## src/rtl/memory_request_tracker.sv

```systemverilog
// Memory request tracker: one-entry request buffer, read/write serials, outstanding counts, busy.
// Define RSD_MEM_READ_RESP_REG_EN to register the read-return outputs (+1 cycle latency).
module memory_request_tracker #(
    parameter int ADDR_WIDTH   = 32,
    parameter int DATA_WIDTH   = 128,
    parameter int SERIAL_WIDTH = 4,
    parameter int READ_DEPTH   = 8,
    parameter int WRITE_DEPTH  = 8
) (
    input  logic                    clk,
    input  logic                    rstN,
    input  logic [ADDR_WIDTH-1:0]   memAccessAddr,
    input  logic [DATA_WIDTH-1:0]   memAccessWriteData,
    input  logic                    memAccessRE,
    input  logic                    memAccessWE,
    output logic [SERIAL_WIDTH-1:0] nextMemReadSerial,
    output logic [SERIAL_WIDTH-1:0] nextMemWriteSerial,
    output logic                    memAccessReadBusy,
    output logic                    memAccessWriteBusy,
    output logic [DATA_WIDTH-1:0]   memReadData,
    output logic                    memReadDataReady,
    output logic [SERIAL_WIDTH-1:0] memReadSerial,
    output logic [SERIAL_WIDTH:0]   memAccessResponse,
    output logic                    memReqValid,
    input  logic                    memReqReady,
    output logic                    memReqWE,
    output logic [ADDR_WIDTH-1:0]   memReqAddr,
    output logic [DATA_WIDTH-1:0]   memReqData,
    input  logic                    memRdValid,
    input  logic [DATA_WIDTH-1:0]   memRdData,
    input  logic                    memWrAckValid
);

    localparam int RCW = $clog2(READ_DEPTH) + 1;
    localparam int WCW = $clog2(WRITE_DEPTH) + 1;

    logic                    r_reqValid;
    logic                    r_reqWE;
    logic [ADDR_WIDTH-1:0]   r_reqAddr;
    logic [DATA_WIDTH-1:0]   r_reqData;
    logic [SERIAL_WIDTH-1:0] r_readReqSerial;
    logic [SERIAL_WIDTH-1:0] r_readRespSerial;
    logic [SERIAL_WIDTH-1:0] r_writeReqSerial;
    logic [SERIAL_WIDTH-1:0] r_writeRespSerial;
    logic [RCW-1:0]          r_readCount;
    logic [WCW-1:0]          r_writeCount;

    logic w_load;
    logic w_drain;
    logic w_stall;
    logic w_rdAccept;
    logic w_wrAccept;
    logic w_rdDec;
    logic w_wrDec;

    // A simultaneous RE/WE is taken as a write; the read is dropped.
    assign w_wrAccept = memAccessWE;
    assign w_rdAccept = memAccessRE && !memAccessWE;
    assign w_load     = w_rdAccept || w_wrAccept;
    assign w_drain    = r_reqValid && memReqReady;
    assign w_stall    = r_reqValid && !memReqReady;
    // Returns with nothing outstanding do not underflow the counts.
    assign w_rdDec    = memRdValid && (r_readCount != '0);
    assign w_wrDec    = memWrAckValid && (r_writeCount != '0);

    always_ff @(posedge clk or negedge rstN) begin
        if (!rstN) begin
            r_reqValid <= 1'b0;
            r_reqWE    <= 1'b0;
            r_reqAddr  <= '0;
            r_reqData  <= '0;
        end else if (w_load) begin
            r_reqValid <= 1'b1;
            r_reqWE    <= w_wrAccept;
            r_reqAddr  <= memAccessAddr;
            r_reqData  <= memAccessWriteData;
        end else if (w_drain) begin
            r_reqValid <= 1'b0;
        end
    end

    always_ff @(posedge clk or negedge rstN) begin
        if (!rstN) begin
            r_readReqSerial  <= '0;
            r_readRespSerial <= '0;
            r_readCount      <= '0;
        end else begin
            if (w_rdAccept)
                r_readReqSerial <= r_readReqSerial + SERIAL_WIDTH'(1);
            if (memRdValid)
                r_readRespSerial <= r_readRespSerial + SERIAL_WIDTH'(1);
            if (w_rdAccept && !w_rdDec)
                r_readCount <= r_readCount + RCW'(1);
            else if (!w_rdAccept && w_rdDec)
                r_readCount <= r_readCount - RCW'(1);
        end
    end

    always_ff @(posedge clk or negedge rstN) begin
        if (!rstN) begin
            r_writeReqSerial  <= '0;
            r_writeRespSerial <= '0;
            r_writeCount      <= '0;
        end else begin
            if (w_wrAccept)
                r_writeReqSerial <= r_writeReqSerial + SERIAL_WIDTH'(1);
            if (memWrAckValid)
                r_writeRespSerial <= r_writeRespSerial + SERIAL_WIDTH'(1);
            if (w_wrAccept && !w_wrDec)
                r_writeCount <= r_writeCount + WCW'(1);
            else if (!w_wrAccept && w_wrDec)
                r_writeCount <= r_writeCount - WCW'(1);
        end
    end

    assign memReqValid        = r_reqValid;
    assign memReqWE           = r_reqWE;
    assign memReqAddr         = r_reqAddr;
    assign memReqData         = r_reqData;
    assign nextMemReadSerial  = r_readReqSerial;
    assign nextMemWriteSerial = r_writeReqSerial;
    assign memAccessReadBusy  = w_stall || (r_readCount == RCW'(READ_DEPTH));
    assign memAccessWriteBusy = w_stall || (r_writeCount == WCW'(WRITE_DEPTH));
    assign memAccessResponse  = {memWrAckValid, r_writeRespSerial};

`ifdef RSD_MEM_READ_RESP_REG_EN
    logic                    r_rdValid;
    logic [DATA_WIDTH-1:0]   r_rdData;
    logic [SERIAL_WIDTH-1:0] r_rdSerial;

    always_ff @(posedge clk or negedge rstN) begin
        if (!rstN) begin
            r_rdValid  <= 1'b0;
            r_rdData   <= '0;
            r_rdSerial <= '0;
        end else begin
            r_rdValid  <= memRdValid;
            r_rdData   <= memRdData;
            r_rdSerial <= r_readRespSerial;
        end
    end

    assign memReadDataReady = r_rdValid;
    assign memReadData      = r_rdData;
    assign memReadSerial    = r_rdSerial;
`else
    assign memReadDataReady = memRdValid;
    assign memReadData      = memRdData;
    assign memReadSerial    = r_readRespSerial;
`endif

endmodule
```

## config.mk

```make
export PLATFORM = sky130hd
export DESIGN_NAME = memory_request_tracker
export DESIGN_NICKNAME = d
export VERILOG_FILES = /design/src/rtl/memory_request_tracker.sv
export SDC_FILE = /design/constraint.sdc
export NUM_CORES = 1
export LEC_CHECK = 0
export ABC_AREA = 1
export BUFFER_PORTS_ARGS = -buffer_cell sky130_fd_sc_hd__buf_2
export CORE_AREA = 4 4 235 237
export CTS_CLUSTER_SIZE = 12
export DETAILED_ROUTE_END_ITERATION = 7
export DIE_AREA = 0 0 239 241
export MAX_ROUTING_LAYER = met4
export PLACE_DENSITY = 0.49
export SLEW_MARGIN = 20
export SYNTH_ARGS = -nofsm -noshare
export SYNTH_HDL_FRONTEND = slang
export SYNTH_SLANG_ARGS = --single-unit
```

## constraint.sdc

```tcl
create_clock -name clk -period 6.9 [get_ports clk]
set_input_delay 0 -clock clk [delete_from_list [all_inputs] [get_ports clk]]
set_output_delay 0 -clock clk [all_outputs]
set_load 0.03 [all_outputs]
```

==> results of run 1 <==
==> power breakdown <==
group	total [W]	switching, W	internal, W
sequential	0.00137	0.000122	0.00124
clock	0.000968	0.000443	0.000525
combinational	0.000952	0.000550	0.000401
total	0.00329	0.00112	0.00217
==> cells in the final DEF (no fill, tap or decap), drive strengths merged <==
master and count:
xnor2 10, buf 351, dlygate4sd3 167, xor2 8, a21oi 2, bufinv 1, fa 2, mux2 162
o31ai 2, dfrtp 186, o21ai 3, nand3 5, clkbuf 23, or2 2, nand2 37, nand4 6
ha 10, nor2 3, inv 19, clkinv 6
==> layout make-up <==
type	instances	share of cell area (%)
Inverter	17	0.515
Timing Repair Buffer	519	28.0
Tap cell	696	7.03
Clock buffer	22	3.83
Multi-Input combinational cell	252	22.3
Sequential cell	186	37.6
Clock inverter	9	0.717
==> worst max-delay path by stage <==
stage | endpoint | slack [ns]
2_1_floorplan | r_readCount[3]$_DFFE_PN0P_ | 4.73
4_1_cts | r_readCount[3]$_DFFE_PN0P_ | 4.56
5_1_grt | r_readCount[3]$_DFFE_PN0P_ | 4.46
6_report | r_readCount[3]$_DFFE_PN0P_ | 4.57
3_3_place_gp | r_readCount[3]$_DFFE_PN0P_ | 4.63
3_5_place_dp | r_readCount[3]$_DFFE_PN0P_ | 4.59
==> cells in the mapped netlist <==
cell,number
nand2_1,37
ha_1,10
buf_4,131
nand3_1,5
nor2_2,1
xnor2_1,10
mux2_4,89
mux2_2,73
o31ai_1,2
dfrtp_1,186
buf_2,7
nor2_8,1
or2_2,2
fa_1,2
nor2_1,1
a21oi_1,2
nand4_1,6
xor2_1,8
o21ai_0,3
buf_8,10
inv_1,17
==> through the flow <==
stage	setup slack [ns]	instances	area, sq um	power [W]
final	4.57	1701	12400	0.00329
after floorplan	4.73	603	8650	0.00211
after global placement	4.63	1503	10100	0.00226
after detailed placement	4.59	1503	10100	0.00227
after CTS	4.56	1701	12400	0.00337
after global routing	4.46	1701	12400	0.00349
==> flip-flops by register name, indices dropped and copies added (netlist names), 4 cells and up <==
signal              cells
memReadSerial           4
memReqAddr             32
memReqData            128
nextMemReadSerial       4
nextMemWriteSerial      4
r_readCount             4
r_writeCount            4
r_writeRespSerial       4
==> cell families after synthesis <==
| kind of cell | Yosys count | share of synthesized area [%] |
|---|---|---|
| flip-flops | 186 | 53.8 |
| buffers and inverters | 165 | 14.2 |
| multiplexers | 162 | 24.9 |
| AND/OR/NAND/NOR | 53 | 2.82 |
| XOR/XNOR | 18 | 1.82 |
| adder cells (fa/ha/maj) | 12 | 1.91 |
| AO/OA/AOI/OAI | 7 | 0.463 |
==> per-layer routing <==
layer / vias up / track usage (%) / share of wire [%] / routed length (um)
li1: 2652 / - / - / -
met1: 2849 / 8.17 / 37 / 8810
met2: 267 / 12.8 / 47 / 11100
met3: 73 / 3.46 / 8.9 / 2100
met4: 0 / 6.30 / 6.6 / 1550
met5: - / - / 0 / 0
==> what timing repair did <==
item,CTS,global route
buffers inserted,0,0
resized for setup,0,0
endpoints found under the hold margin,242,0
hold buffers,167,0
==> summary.txt, run 1 <==
Outcome
  – Status: complete, no violations

Min path
  – Hold endpoint: memReadData[67]
  – Hold path depth: 0
  – Hold Crit Class: in2out
  – HP Start: memRdData[67]

Clock network
  – H-tree depth: 4
  – Worst-Skew Late Latency: 0.48 ns
  – CTS tree: built
  – Clock root cell: clkbuf_16
  – Clock Path Buffers: 2
  – TritonCTS Buffers: 17
  – Clk sinks: 186
  – Worst-path clk slew: 0.07 ns

Floorplanning
  – Starting Density: between 10% and 20%
  – Core area: 53300 sq um
  – Rows: between 80 and 90
  – Die height: about 240 um
  – Width of the die: 239 um
  – DIE AREA: approximately 58000 sq um
  – I/O pin cnt: between 600 and 700

Place
  – Final HPWL DP: 16700 um
  – Gpl congestion: 0.721
  – PortBufs: 348

Setup path
  – Max stage delay on crit path: around 0.44 ns
  – Worst path required time: between 7 and 8 ns
  – CP delay by family, top: simple AND/OR/NAND/NOR gates
  – Crit path max-delay cell type: dfrtp_1
  – Stages on worst setup path: 10
  – Crit. Startpoint: r_readCount[0]$_DFFE_PN0P_
  – R2R Path Start: r_readCount[0]$_DFFE_PN0P_
  – Kind of critical path: reg2reg
  – Critical Path Sink Type: flip-flop
  – Crit path max fanout: 5
  – Arrival @ worst endpoint: 2.71 ns
  – R2r setup slk: around 4.6 ns
  – R2r worst-path depth: 10
  – Buf/Inv on CP: 1
  – Most numerous cell on the critical path: nand2_1
  – Worst r2r dst: r_readCount[3]$_DFFE_PN0P_
  – CP cell instances: or2_2 > o31ai_1 > ha_1 > inv_1 > ha_1 > or2_2 > nand2_1 > nand2_1 > nand3_1 > nand2_1
  – Startpoint types: flip-flop

STA
  – Fmax: about 430 MHz
  – Worst hold slack: 0.0000116 ns
  – Layout Skew: 0.0144 ns
  – Worst-Margin Slew: 0.871 ns
  – Slew Limit Fails: 0
  – Endpoints failing setup: 0
  – RSZ-0062 raised after global routing: no
  – Final period util: 33.8%
  – Max_slew headroom: about two fifths
  – Fin crit period: approximately 2.3 ns
  – Final Hold Fails: 0
  – Setup TNS: 0 ns

Global route
  – Largest net degree at the start of global routing: 76
  – Vias in the first global route: 6339
  – Overflow after GRT: 0
  – Gr usage total: 8.20%
  – Initial antenna violation count: 1
  – First-pass GRT wire length: 35000 um

Detailed routing
  – DRT Pass-1 Iters: 4
  – Total Routed Length: 23600 um
  – Vias per Instance: 3.43
  – Via count: 5841
  – Remaining antenna violation count after routing: 0
  – Wire per inst: 13.9 um
  – Initial DRC Count: 136
  – Drc violations: 0

Run
  – Max cap viols: 0

Power and ir drop
  – Worst VDD drop: ~180 uV
  – Leakage: roughly 6 nW
  – Pwr Density: 265 nW/um^2

Synth
  – Synth area leaders: dfrtp_1 (54%), mux2_4 (15%), buf_4 (11%)
  – Synth area leader: dfrtp_1
  – Synth Instances: 603
  – Top cell type's share of synthesized area: 53.8%
  – Post-Syn Nets: ~900
  – Register bit count reported by yosys: 186
  – Yosys warnings: 0
  – Avg Cell Area, Syn: 14.3 sq um
  – Synth unique cells: 21
  – Seq/Total Area, Yosys: 53.8%
  – Netlist Area Pre-Place: 8650 sq um

Cells and area
  – Layout net count: 1300
  – Fillers: 5589
  – ANT cells: 0
  – Register area: 4650 sq um
  – Area growth syn-to-layout: 43.1%
  – Share of post-route cells with drive strength above 1: 54.4%
  – Area of the multi-input gates: 2770 sq um
  – Final Util: 23.2%
Power figures use the tool's default switching activity.
==> inputs of run 2 (changes only) <==
- CORE_AREA: 4 4 235 237 -> 4 4 236 238
- DIE_AREA: 0 0 239 241 -> 0 0 240 242
- PLACE_DENSITY: 0.49 -> 0.48
- clock period: 6.9 -> 2.3 ns (I/O delays scaled with it)
==> run 2 against run 1 <==
Compared with the run above:
- non-clock buffer count is 24 higher
- sequential power grew to 3.0 times the previous value
- via count is 1.2% higher
- fmax is 11% higher
- largest cell class unchanged
- largest power group unchanged
==> summary.txt, run 2 (synthesis results as in run 1) <==
Outcome
  – Status: complete, no violations (unchanged)

Global route
  – Gr usage total: 8.48% (was 8.20%)
  – Largest net degree at the start of global routing: 69 (was 76)
  – Vias in the first global route: 6605 (was 6339)
  – Overflow after GRT: 0 (unchanged)
  – First-pass GRT wire length: 36700 um (was 35000 um)
  – Initial antenna violation count: 1 (unchanged)

Clock network
  – TritonCTS Buffers: 17 (unchanged)
  – H-tree depth: 4 (unchanged)
  – Clock Path Buffers: 2 (unchanged)
  – Clock root cell: clkbuf_16 (unchanged)
  – Clk sinks: 186 (unchanged)
  – Worst-path clk slew: 0.07 ns (about the same)
  – Worst-Skew Late Latency: 0.48 ns (about the same)
  – CTS tree: built (unchanged)

Min path
  – Hold Crit Class: in2out (unchanged)
  – Hold path depth: 0 (unchanged)

Setup path
  – Arrival @ worst endpoint: 2.46 ns (was 2.71 ns)
  – Worst path required time: 2.66 ns (was 7.27 ns)
  – Kind of critical path: reg2reg (unchanged)
  – Startpoint types: flip-flop (unchanged)
  – Crit path max fanout: 4 (was 5)
  – R2r worst-path depth: 10 (unchanged)
  – Critical Path Sink Type: flip-flop (unchanged)

STA
  – Setup TNS: 0 ns (unchanged)
  – Final period util: 91.4% (was 33.8%)
  – Fmax: 476 MHz (was 429 MHz)
  – Layout Skew: 0.0108 ns (was 0.0144 ns)
  – Worst-Margin Slew: 0.596 ns (was 0.871 ns)
  – Final Hold Fails: 0 (unchanged)
  – Slew Limit Fails: 0 (unchanged)
  – RSZ-0062 raised after global routing: no (unchanged)
  – Fin crit period: 2.10 ns (was 2.33 ns)
  – Endpoints failing setup: 0 (unchanged)
  – Max_slew headroom: 60.2% (was 41.9%)

Detailed routing
  – Via count: 5910 (was 5841)
  – Wire per inst: 14.0 um (was 13.9 um)
  – DRT Pass-1 Iters: 4 (unchanged)
  – Drc violations: 0 (unchanged)
  – Remaining antenna violation count after routing: 0 (unchanged)
  – Initial DRC Count: 111 (was 136)
  – Vias per Instance: 3.42 (was 3.43)
  – Total Routed Length: 24200 um (was 23600 um)

Cells and area
  – Most common cell after layout, fill and taps aside: buf_2 (unchanged)
  – Share of post-route cells with drive strength above 1: 55.6% (was 54.4%)
  – Fillers: 5642 (was 5589)
  – Area growth syn-to-layout: 46.9% (was 43.1%)
  – Area of the multi-input gates: 2790 sq um (was 2770 sq um)
  – Max reg flops: 128 (unchanged)
  – Register area: 4650 sq um (unchanged)
  – Layout net count: 1324 (was 1300)
  – Commonest cells after routing, fill and taps aside: buf_2 (347), dfrtp_1 (186), dlygate4sd3_1 (171) (was buf_2 (347), dfrtp_1 (186), dlygate4sd3_1 (167))
  – Final instance area: 12700 sq um (was 12400 sq um)

Floorplanning
  – Rows: 85 (unchanged)
  – Width of the die: 240 um (was 239 um)
  – Die height: 242 um (was 241 um)
  – Starting Density: 16.1% (was 16.2%)
  – Core area: 53600 sq um (was 53300 sq um)
  – DIE AREA: 58100 sq um (was 57600 sq um)
  – I/O pin cnt: 605 (unchanged)

Run
  – Max cap viols: 0 (unchanged)

Place
  – Gpl congestion: 0.686 (was 0.721)
  – Final HPWL DP: 17000 um (was 16700 um)
  – PortBufs: 348 (unchanged)
  – Post-Place Cell Area: 10300 sq um (was 10100 sq um)

Power and ir drop
  – Pwr Total: 0.0103 W (was 0.00329 W)
  – Worst VDD drop: 566 uV (was 180 uV)
  – Pwr Density: 807 nW/um^2 (was 265 nW/um^2)
  – Leakage: 6.01 nW (was 5.85 nW)
==> run 2: repair_timing <==
item                                    in CTS  in global routing
gates resized for setup                      0                  3
endpoints found under the setup margin       0                  1
endpoints found under the hold margin      315                  0
buffers inserted                             0                  0
hold buffers                               171                  0
==> run 2: worst paths after layout <==
check	startpoint	slack (ns)	end
setup / recovery	r_readCount[1]$_DFFE_PN0P_	0.20	r_readCount[3]$_DFFE_PN0P_
max in group asynchronous	rstN	1.50	memReqAddr[18]$_DFFE_PN0P_
setup reg to reg	r_readCount[1]$_DFFE_PN0P_	0.20	r_readCount[3]$_DFFE_PN0P_
hold reg to reg	nextMemReadSerial[3]$_DFFE_PN0P_	0.47	nextMemReadSerial[3]$_DFFE_PN0P_
hold / removal	memRdData[74]	0.00001	memReadData[74]
min in group asynchronous	rstN	0.12	memReqData[13]$_DFFE_PN0P_
==> run 2: per-layer routing <==
metal | GRT usage (%) | vias to the layer above | wire length, um
met5 | - | - | 0
met4 | 5.23 | 0 | 1110
met3 | 3.44 | 68 | 2080
met2 | 14.0 | 304 | 12000
met1 | 8.31 | 2831 | 9000
li1 | - | 2707 | -
==> run 2: report_power, final <==
group | internal [W] | switching, W | total (W) | leakage, nW
logic | 0.00127 | 0.00167 | 0.00295 | 3.53
clock network | 0.00181 | 0.00140 | 0.00321 | 0.305
registers | 0.00373 | 0.000364 | 0.00410 | 2.17
total | 0.00682 | 0.00344 | 0.0103 | 6.01
==> run 2: cell type report <==
class                      instances  share of cell area [%]
antenna                            1                  0.0197
clock buffer                      20                    3.67
clock inverter                    11                    1.24
inverter                          17                   0.502
multi-input combinational        252                    21.9
sequential                       186                    36.6
tap                              696                    6.85
timing repair buffer             543                    29.2
==> run 2: critical path, cell delays in order (launching register included) <==
cell and delay (ns):
dfrtp_1 0.42, or2_2 0.31, o31ai_2 0.19, ha_2 0.22
inv_1 0.10, ha_4 0.25, or2_2 0.27, nand2_1 0.06
nand2_1 0.04, nand3_1 0.07, nand2_1 0.05
==> run 2: per-stage QoR <==
| step | util, % | std cells | hold WS, ns | worst slack, ns |
|---|---|---|---|---|
| after floorplan | - | 603 | -0.296 | 0.130 |
| after global placement | 19.3 | 1523 | 0.000205 | 0.141 |
| after detailed placement | 19.3 | 1523 | 0.000205 | 0.104 |
| after CTS | 23.7 | 1725 | 0.000205 | 0.0668 |
| after global routing | 23.7 | 1726 | 0.0000434 | 0.0338 |
| final | 23.7 | 1726 | 0.0000116 | 0.198 |
==> inputs of run 3 (changes only) <==
- ABC_AREA: 1 -> not set
==> run 3 against run 2 <==
Compared with the run above:
- routed wire length increased by 0.54%
- largest power group unchanged
- sequential share of layout area decreased by 0.073 points
- non-clock buffer count increased by 1
- first-iteration DRC count increased by 59%
- critical path type unchanged
- area after synthesis decreased by 0.17%
- sequential power about the same
- register-to-register slack got worse by 0.07 ns
- clock power decreased by 7.8%
- global-route usage about the same
- count of clock-buffer cells in the layout decreased by 3
==> summary.txt, run 3 <==
Clock network
  – Worst-Skew Late Latency: 0.47 ns (was 0.48 ns)
  – CTS tree: built (unchanged)
  – Clk sinks: 186 (unchanged)
  – Clock root cell: clkbuf_16 (unchanged)
  – Clock Path Buffers: 2 (unchanged)
  – TritonCTS Buffers: 17 (unchanged)
  – H-tree depth: 4 (unchanged)
  – Worst-path clk slew: 0.07 ns (about the same)

Place
  – Final HPWL DP: 17300 um (was 17000 um)
  – PortBufs: 348 (unchanged)
  – Gpl congestion: 0.710 (was 0.686)

Floorplanning
  – Core area: 53600 sq um (unchanged)
  – Starting Density: 16.1% (about the same)
  – I/O pin cnt: 605 (unchanged)
  – DIE AREA: 58100 sq um (unchanged)
  – Die height: 242 um (unchanged)
  – Rows: 85 (unchanged)
  – Width of the die: 240 um (unchanged)

Cells and area
  – Layout net count: 1302 (was 1324)
  – Share of post-route cells with drive strength above 1: 58.0% (was 55.6%)
  – Register area: 4660 sq um (was 4650 sq um)
  – Area growth syn-to-layout: 47.4% (was 46.9%)
  – Area of the multi-input gates: 2890 sq um (was 2790 sq um)
  – Fillers: 5659 (was 5642)
  – Commonest cells after routing, fill and taps aside: buf_2 (347), dfrtp_1 (185), dlygate4sd3_1 (167) (was buf_2 (347), dfrtp_1 (186), dlygate4sd3_1 (171))
  – Max reg flops: 128 (unchanged)
  – Most common cell after layout, fill and taps aside: buf_2 (unchanged)

Global route
  – First-pass GRT wire length: 36900 um (was 36700 um)
  – Initial antenna violation count: 1 (unchanged)
  – Largest net degree at the start of global routing: 79 (was 69)
  – Overflow after GRT: 0 (unchanged)
  – Vias in the first global route: 6643 (was 6605)
  – Gr usage total: 8.52% (was 8.48%)

Detailed routing
  – Initial DRC Count: 177 (was 111)
  – DRT Pass-1 Iters: 5 (was 4)
  – Vias per Instance: 3.47 (was 3.42)
  – Remaining antenna violation count after routing: 0 (unchanged)
  – Drc violations: 0 (unchanged)
  – Wire per inst: 14.2 um (was 14.0 um)
  – Via count: 5917 (was 5910)
  – Total Routed Length: 24300 um (was 24200 um)

Setup path
  – Arrival @ worst endpoint: 2.55 ns (was 2.46 ns)
  – Critical Path Sink Type: flip-flop (unchanged)
  – Worst path required time: 2.68 ns (was 2.66 ns)
  – Startpoint types: flip-flop (unchanged)
  – Crit path max fanout: 4 (unchanged)
  – Crit. Startpoint: r_readCount[3]$_DFFE_PN0P_ (was r_readCount[1]$_DFFE_PN0P_)
  – R2R Path Start: r_readCount[3]$_DFFE_PN0P_ (was r_readCount[1]$_DFFE_PN0P_)
  – Kind of critical path: reg2reg (unchanged)

Synth
  – Synth async-reset ratio: 100% (unchanged)
  – Post-Syn Nets: 890 (was 910)
  – Synth Flop Type: dfrtp_1 (unchanged)
  – Seq/Total Area, Yosys: 53.9% (was 53.8%)
  – Yosys warnings: 0 (unchanged)
  – Number of synthesized flops with an enable pin: 0 (unchanged)
  – Register bit count reported by yosys: 186 (unchanged)
  – Most frequent cells after synthesis: dfrtp_1 (186), buf_4 (131), mux2_4 (89) (unchanged)
  – Netlist Area Pre-Place: 8640 sq um (was 8650 sq um)
  – Synth area leaders: dfrtp_1 (54%), mux2_4 (15%), buf_4 (11%) (unchanged)
  – Synth unique cells: 30 (was 21)
  – Synth area leader: dfrtp_1 (unchanged)
  – Top cell type's share of synthesized area: 53.9% (was 53.8%)
  – Synth Instances: 583 (was 603)
  – Avg Cell Area, Syn: 14.8 sq um (was 14.3 sq um)
  – Cell with the most instances after synthesis: dfrtp_1 (unchanged)

Min path
  – HP Start: memRdData[99] (was memRdData[74])
  – Hold Crit Class: in2out (unchanged)

Outcome
  – Status: complete, no violations (unchanged)

STA
  – Max_slew headroom: 52.6% (was 60.2%)
  – Worst-Margin Slew: 0.711 ns (was 0.596 ns)
  – Slew Limit Fails: 0 (unchanged)
  – RSZ-0062 raised after global routing: no (unchanged)
  – Layout Skew: 0.00510 ns (was 0.0108 ns)
  – Fin crit period: 2.17 ns (was 2.10 ns)
  – Setup TNS: 0 ns (unchanged)
  – Worst hold slack: 0.0000116 ns (about the same)
  – Final Hold Fails: 0 (unchanged)
  – Final period util: 94.5% (was 91.4%)
  – Endpoints failing setup: 0 (unchanged)
  – Fmax: 460 MHz (was 476 MHz)

Run
  – Max cap viols: 0 (unchanged)

Power and ir drop
  – Leakage: 5.90 nW (was 6.01 nW)
  – Pwr Density: 798 nW/um^2 (was 807 nW/um^2)
  – Worst VDD drop: 541 uV (was 566 uV)
==> run 3: changes by cell type after synthesis, moves of 3 or more <==
cell / delta
nand2_1: -29
inv_1: -14
buf_6: +10
buf_8: -10
nor3_1: +4
o211ai_1: +4
xor2_1: -4
a21o_1: +3
mux2_2: +3
==> run 3: cells by family after synthesis <==
family / count (synthesis) / synth area share (%)
multiplexers: 168 / 25.7
XOR/XNOR: 16 / 1.62
AO/OA/AOI/OAI: 17 / 1.42
flip-flops: 186 / 53.9
AND/OR/NAND/NOR: 30 / 2.04
adder cells (fa/ha/maj): 12 / 1.91
buffers and inverters: 154 / 13.4
==> run 3: final timing paths <==
kind,to,slack (ns),cells past startpoint
worst min-delay path,memReadData[99],0.00001,0
worst max register to register,r_readCount[3]$_DFFE_PN0P_,0.13,8
worst min register to register,r_writeRespSerial[3]$_DFFE_PN0P_,0.48,1
worst max-delay path,r_readCount[3]$_DFFE_PN0P_,0.13,8
min in group asynchronous,memReqData[10]$_DFFE_PN0P_,0.15,2
max in group asynchronous,memReqData[93]$_DFFE_PN0P_,1.49,3
==> run 3: worst max-delay path, stage by stage, from the launching register on <==
cell and delay [ns]:
dfrtp_1 0.41, o41ai_4 0.38, ha_2 0.27, inv_4 0.06
ha_4 0.28, buf_4 0.12, nand3_2 0.08, a2111o_1 0.40
o211ai_1 0.09
==> run 3: area by class of cell <==
type | instances | area share (%)
sequential | 186 | 36.6
clock buffer | 17 | 3.34
inverter | 3 | 0.108
clock inverter | 15 | 1.28
timing repair buffer | 544 | 29.2
multi-input combinational | 243 | 22.7
antenna | 1 | 0.0197
tap | 696 | 6.84
==> run 3: what timing repair did <==
| action | CTS | global route |
|---|---|---|
| setup buffers | 1 | 1 |
| pin swaps | 0 | 5 |
| setup endpoints to repair | 2 | 2 |
| resized for setup | 3 | 7 |
| hold buffers | 167 | 0 |
| endpoints found under the hold margin | 241 | 0 |
==> run 3: where the power goes <==
part | internal, W | total (W) | switching, W
sequential | 0.00374 | 0.00410 | 0.000361
combinational | 0.00139 | 0.00310 | 0.00171
clock | 0.00153 | 0.00296 | 0.00143
==> run 3: metrics by stage <==
step / total power (W) / instances / instance area (sq um) / util, % / worst slack [ns]
final: 0.0102 / 1705 / 12700 / 23.8 / 0.128
after global routing: 0.0108 / 1705 / 12700 / 23.8 / 0.00967
after CTS: 0.0103 / 1703 / 12700 / 23.7 / 0.00773
after detailed placement: 0.00697 / 1503 / 10400 / 19.4 / -0.0763
after global placement: 0.00691 / 1503 / 10400 / 19.4 / 0.00905
after floorplan: 0.00635 / 583 / 8650 / - / 0.0247
==> run 3: routing by layer <==
layer | wire (um) | GRT usage (%) | vias to the layer above
met1 | 8970 | 8.25 | 2816
met2 | 11800 | 13.8 | 326
li1 | - | - | 2692
met3 | 2270 | 3.65 | 83
met5 | 0 | - | -
met4 | 1280 | 5.64 | 0
